[src/rtl/fifo_rd_stream_if.sv]
// -----------------------------------------------------------------------------
// fifo_rd_stream_if
// Valid/ready stream carrying words out of the async FIFO read side.
//   m_valid  : word on m_data is available (driven by the FIFO reader)
//   m_ready  : sink accepts the word this cycle (driven by the sink)
//   m_data   : stream data word
// Modports: master = FIFO reader side, slave = stream sink side.
// -----------------------------------------------------------------------------
interface fifo_rd_stream_if #(
    parameter int DATASIZE = 8
);
    logic                m_valid;
    logic                m_ready;
    logic [DATASIZE-1:0] m_data;

    modport master (output m_valid, output m_data, input  m_ready);
    modport slave  (input  m_valid, input  m_data, output m_ready);
endinterface

[src/rtl/fifo_rd_stream.sv]
// -----------------------------------------------------------------------------
// fifo_rd_stream
// Read-side consumer of the async FIFO (rclk domain). Issues rinc towards the
// read-pointer logic / RAM read port, captures the 1-cycle-latency RAM data into
// a 2-entry skid buffer and presents it as a first-word-fall-through stream that
// sustains one word per clock. Also reports a registered fill level derived from
// the synchronized gray pointers.
// Ports:
//   rclk      : read-domain clock
//   rrst_n    : asynchronous active-low reset
//   rempty    : registered empty flag (already reflects rinc)
//   rptr      : gray read pointer, ADDRSIZE+1 bits
//   rq2_wptr  : gray write pointer synchronized into rclk
//   rdata     : RAM read data, valid the cycle after rinc
//   rinc      : read-increment / RAM read enable (only combinational output)
//   rd_level  : words left in the FIFO RAM, excluding skid-buffer contents
//   m         : stream master (m_valid, m_ready, m_data)
// -----------------------------------------------------------------------------
module fifo_rd_stream #(
    parameter int DATASIZE = 8,
    parameter int ADDRSIZE = 4
) (
    input  logic                rclk,
    input  logic                rrst_n,
    input  logic                rempty,
    input  logic [ADDRSIZE:0]   rptr,
    input  logic [ADDRSIZE:0]   rq2_wptr,
    input  logic [DATASIZE-1:0] rdata,
    output logic                rinc,
    output logic [ADDRSIZE:0]   rd_level,
    fifo_rd_stream_if.master    m
);
    logic [1:0]          r_buf_cnt;   // words held in the skid buffer (0..2)
    logic                r_inflight;  // rinc of the previous cycle: rdata valid now
    logic [DATASIZE-1:0] r_mem [2];
    logic                r_head;
    logic                r_tail;
    logic [ADDRSIZE:0]   r_level;

    logic                w_pop;
    logic [1:0]          w_occ;
    logic [ADDRSIZE:0]   w_wbin;
    logic [ADDRSIZE:0]   w_rbin;

    function automatic logic [ADDRSIZE:0] gray2bin(input logic [ADDRSIZE:0] g);
        logic [ADDRSIZE:0] b;
        b[ADDRSIZE] = g[ADDRSIZE];
        for (int i = ADDRSIZE - 1; i >= 0; i--) begin
            b[i] = b[i+1] ^ g[i];
        end
        return b;
    endfunction

    assign w_pop = (r_buf_cnt != 2'd0) & m.m_ready;

    // Occupancy counts words already buffered plus the one whose RAM read is in
    // flight, so two reservations are never exceeded.
    assign w_occ = r_buf_cnt + {1'b0, r_inflight};

    // A full buffer may still request a read when the head leaves this cycle:
    // the new word lands one cycle later, into the slot being freed now.
    // Gated by rrst_n so no read is requested while reset is held.
    assign rinc = rrst_n & ~rempty &
                  ((w_occ < 2'd2) | ((w_occ == 2'd2) & w_pop));

    assign w_wbin = gray2bin(rq2_wptr);
    assign w_rbin = gray2bin(rptr);

    // NOTE: sequential state is updated only with non-blocking assignments so
    // every register samples the pre-edge values of its neighbours.
    // NOTE: the two storage words are reset as well; they are plain flops, and
    // resetting them keeps m_data at zero after reset instead of stale data.
    always_ff @(posedge rclk or negedge rrst_n) begin
        if (!rrst_n) begin
            r_buf_cnt  <= 2'd0;
            r_inflight <= 1'b0;
            r_head     <= 1'b0;
            r_tail     <= 1'b0;
            r_mem[0]   <= '0;
            r_mem[1]   <= '0;
        end else begin
            r_inflight <= rinc;
            if (r_inflight) begin
                r_mem[r_tail] <= rdata;
                r_tail        <= ~r_tail;
            end
            if (w_pop) begin
                r_head <= ~r_head;
            end
            r_buf_cnt <= r_buf_cnt + {1'b0, r_inflight} - {1'b0, w_pop};
        end
    end

    // Modular subtraction handles the pointer MSB wrap; the result is one cycle
    // behind the pointers and pessimistic because rq2_wptr lags the writer.
    always_ff @(posedge rclk or negedge rrst_n) begin
        if (!rrst_n) begin
            r_level <= '0;
        end else begin
            r_level <= w_wbin - w_rbin;
        end
    end

    assign m.m_valid = (r_buf_cnt != 2'd0);
    assign m.m_data  = r_mem[r_head];
    assign rd_level  = r_level;

endmodule

[src/flat_wrapper.sv]
// flat-port wrapper written by rule: the top's interface ports become plain ports
module fifo_rd_stream_flat 
#(
    parameter int DATASIZE = 8,
    parameter int ADDRSIZE = 4
)
  (rclk, rrst_n, rempty, rptr, rq2_wptr, rdata, rinc, rd_level, m_m_valid, m_m_data, m_m_ready);
  fifo_rd_stream_if #(.DATASIZE(DATASIZE)) m_i ();
  input  logic rclk;
  input  logic rrst_n;
  input  logic rempty;
  input  logic [ADDRSIZE:0] rptr;
  input  logic [ADDRSIZE:0] rq2_wptr;
  input  logic [DATASIZE-1:0] rdata;
  output logic rinc;
  output logic [ADDRSIZE:0] rd_level;
  output wire logic [$bits(m_i.m_valid)-1:0] m_m_valid;
  output wire logic [$bits(m_i.m_data)-1:0] m_m_data;
  input wire logic [$bits(m_i.m_ready)-1:0] m_m_ready;
  assign m_m_valid = m_i.m_valid;
  assign m_m_data = m_i.m_data;
  assign m_i.m_ready = m_m_ready;
  fifo_rd_stream #(.DATASIZE(DATASIZE), .ADDRSIZE(ADDRSIZE)) u_core (.rclk(rclk), .rrst_n(rrst_n), .rempty(rempty), .rptr(rptr), .rq2_wptr(rq2_wptr), .rdata(rdata), .rinc(rinc), .rd_level(rd_level), .m(m_i));
endmodule
[config.mk]
export PLATFORM = sky130hd
export DESIGN_NAME = fifo_rd_stream_flat
export DESIGN_NICKNAME = d
export VERILOG_FILES = /design/src/rtl/fifo_rd_stream_if.sv /design/src/rtl/fifo_rd_stream.sv /design/src/flat_wrapper.sv
export SDC_FILE = /design/constraint.sdc
export NUM_CORES = 1
export LEC_CHECK = 0
export CORE_MARGIN = 2
export CORE_UTILIZATION = 35
export CTS_BUF_LIST = sky130_fd_sc_hd__clkbuf_4 sky130_fd_sc_hd__clkbuf_8
export CTS_CLUSTER_DIAMETER = 50
export CTS_CLUSTER_SIZE = 10
export DETAILED_ROUTE_END_ITERATION = 16
export PLACE_DENSITY_LB_ADDON = 0.2
export SYNTH_ARGS = -nofsm -noshare
export SYNTH_HDL_FRONTEND = slang
export SYNTH_SLANG_ARGS = --single-unit
[constraint.sdc]
create_clock -name rclk -period 1.3 [get_ports rclk]
set_input_delay 0.13 -clock rclk [delete_from_list [all_inputs] [get_ports rclk]]
set_output_delay 0.13 -clock rclk [all_outputs]
set_load 0.005 [all_outputs]
==> impl_results.md <==
- Final min period: 1.74 ns
- Skew-Pair Late Insertion Delay: 0.31 ns
- H-tree depth: 1
- GRT Total Usage: 0.142
- Post-synth cell types: 17
- Final setup margin: -0.444 ns
- Failing checks: setup timing
- Synth area leaders: dfrtp_1, mux2_2, ha_1
- Avg Cell Area, Syn: 14.0 µm²
- F_max: 573 MHz
- Post-DP HPWL: 1850 µm
- Fin. Hold Viols: 0
- Post-route ant nets: 0
- Cell Int Power: 0.00312 W
- Vias in the first global route: 1036
- Top cell type's share of synthesized area: 0.510
- Placed Cells incl. Taps: 191
- Synth Area in Simple Gates: 0.0186
- First-pass GRT wire length: 4490 µm
- Switching Fraction: 0.301
- Area Overhead vs Synth: 73.5%
- Yosys reg bits: 26
- HP Class: input pin to async pin
- Final wirelength: 2810 µm
- Crit path max fanout: 2
- Chip width: 64.4 µm
- Status: finished with violations
- Total core area: 3420 µm²
- Row Count: 21
- Filler instances: 278
- Post-synthesis xor/xnor area fraction: 0.133
- Slew Viols, Final: 0
- Yosys warns: 0
- First drt pass iteration count: 2
- Total grt overflow: 0
- Share of power burned in the clock network: 0.075
- WP data required: 1.55 ns
- Vias per inst: 4.57
- NetSw: 0.00134 W
- CP Cell Sequence: buf_8 -> xnor2_4 -> xor2_2 -> xor2_2 -> xnor2_2 -> ha_2 -> inv_2 -> fa_2 -> a21o_1 -> a21oi_2 -> xnor2_1
- Clock transition at the registers of the reported paths: 0.13 ns
- Fraction of the yosys area taken by sequential cells: 0.510
- Most common cell after layout, fill and taps aside: buf_4
- Leak pwr: 1.05 nW
- Area leader, netlist: dfrtp_1
- Compound-Gate Fraction of Synth Area: 0.0275
- Final Cycle Share: 1.34
- CTS Hold Buffers Added: 0
- TritonCTS buffer count: 3
- Combinational share of power: 0.603
- Normalized max-slew margin: 0.785
- Cell mode on critical path: xor2_2
- Max Buffers Root-to-Sink: 2
- Commonest non-fill, non-tap cells in the layout: buf_4, dfrtp_1, buf_6
- Largest net degree at the start of global routing: 27
- Adder-Cell Fraction of Synth Area: 0.0746
- CTS Root Cell: clkbuf_4
- Final setup TNS: -3.43 ns
- Initial core utilization: 0.373
- Routed vias: 977
- Gate Count Post-Synth: 91
- Number of antenna violations at the first check in global routing: 0
- Worst Setup Start Kind: input pin
- Largest family of logic cells by synthesized area: multiplexers
- Slowest library cell on the worst path: fa_2
- CTS tree: built
- Maximum vdd drop: 0.597 mV
- Critical path capture point type: flip-flop
- Synth Net Count: 120
- CP Class: input pin to flip-flop
- IO Count: 37
- Residual DRC count: 0
- Mux contribution to synthesized area: 0.212
- Finished Layout Cells: 214
- DR WL/cell: 13.1 µm
- PD cells: 2020 nW/µm²
- RSZ-0062 raised after global routing: true
- Layout cells sized above 1: 0.619
- Final setup vio count: 16
- Port buffer count: 36
- Skew final: 0.00322 ns
- Max-cap violations: 0
- Mapped cell area: 1270 µm²
- Max stage delay on crit path: 0.33 ns
- Ant diodes: 0
- Reg2Reg Setup Slack: -0.08 ns
- Reg power frac: 0.322
- WHS: 0.211 ns
- Die height: 64.4 µm
- CTS sink cnt: 26
- Worst slew pin tran: 0.323 ns
- Final #Nets: 199
- Die area: 4140 µm²
- CP Data Arrival Time: 1.99 ns
- Placer Congestion: 0.700
- DR iter-0 viols: 36
synth_stat cells, drive strengths merged:
| cell type | count |
|---|---|
| dfrtp | 26 |
| mux2 | 24 |
| xnor2 | 9 |
| xor2 | 7 |
| ha | 6 |
| inv | 6 |
| a21o | 2 |
| a21oi | 2 |
| clkbuf | 2 |
| nand2 | 2 |
| fa | 1 |
| nor2 | 1 |
| nor2b | 1 |
| o211a | 1 |
| or2 | 1 |
timing repair:
action,4_1_cts,5_1_grt
buffers inserted,17,11
pin swaps,22,14
gates cloned,0,0
gates resized for setup,88,38
endpoints found under the setup margin,20,27
flip-flops by register name, summed over array words and instances (netlist names):
name,count
u_core.r_buf_cnt,2
u_core.r_head,1
u_core.r_inflight,1
u_core.r_mem,16
u_core.r_tail,1
u_core.rd_level,5
metrics by stage:
step	power (W)	util	worst slack, ns	area [µm²]
floorplan	0.00238	-	-0.704	1300
global placement	0.00338	0.544	-1.20	1860
detailed placement	0.00344	0.544	-1.24	1860
CTS	0.00405	0.597	-0.455	2040
global route	0.00477	0.648	-0.553	2210
finish	0.00447	0.648	-0.444	2210
metal layers:
layer	vias up	share of wire	track usage
met5	-	0	0
met3	4	0.043	0.0229
met2	24	0.57	0.268
li1	454	-	-
met4	0	0.016	0.0638
met1	495	0.37	0.155
worst max-delay path, delay by kind of cell:
| family | cells | cell delay (ns) |
|---|---|---|
| AOI/OAI and AO/OA | 2 | 0.31 |
| xor gates and xnor gates | 5 | 0.89 |
| adders and majority gates | 2 | 0.52 |
| buffers and inverters | 2 | 0.14 |
logic make-up after synthesis:
family          after synthesis
mux                          24
simple gates                  5
fa+ha+maj                     7
xor+xnor                     16
buf+inv                       8
compound gates                5
flops                        26
final timing paths:
path | start | end | depth (start not counted)
setup / recovery | rptr[3] | u_core.rd_level[4] | 11
hold / removal | rrst_n | u_core.r_buf_cnt[1] | 2
setup reg to reg | u_core.r_buf_cnt[0] | u_core.r_buf_cnt[1] | 7
hold reg to reg | u_core.r_mem[3] | u_core.r_mem[3] | 1
max in group asynchronous | rrst_n | u_core.r_head | 2
min in group rclk | rq2_wptr[4] | u_core.rd_level[4] | 4
final cells by class:
type	count	area, µm²	share of cell area
Timing Repair Buffer	76	703	0.318
Sequential cell	26	652	0.295
Tap cell	46	57.6	0.0260
Clock buffer	3	22.5	0.0102
Inverter	6	25.0	0.0113
Multi-Input combinational cell	57	752	0.340
power groups by stage:
stage          logic (W)  registers, W  clock network [W]
2_1_floorplan    0.00101       0.00137                  0
3_3_place_gp     0.00194       0.00144                  0
3_5_place_dp     0.00197       0.00148                  0
4_1_cts          0.00229       0.00142           0.000340
5_1_grt          0.00291       0.00149           0.000371
6_report         0.00269       0.00144           0.000333
No activity file was read; power rests on OpenSTA's default activity.
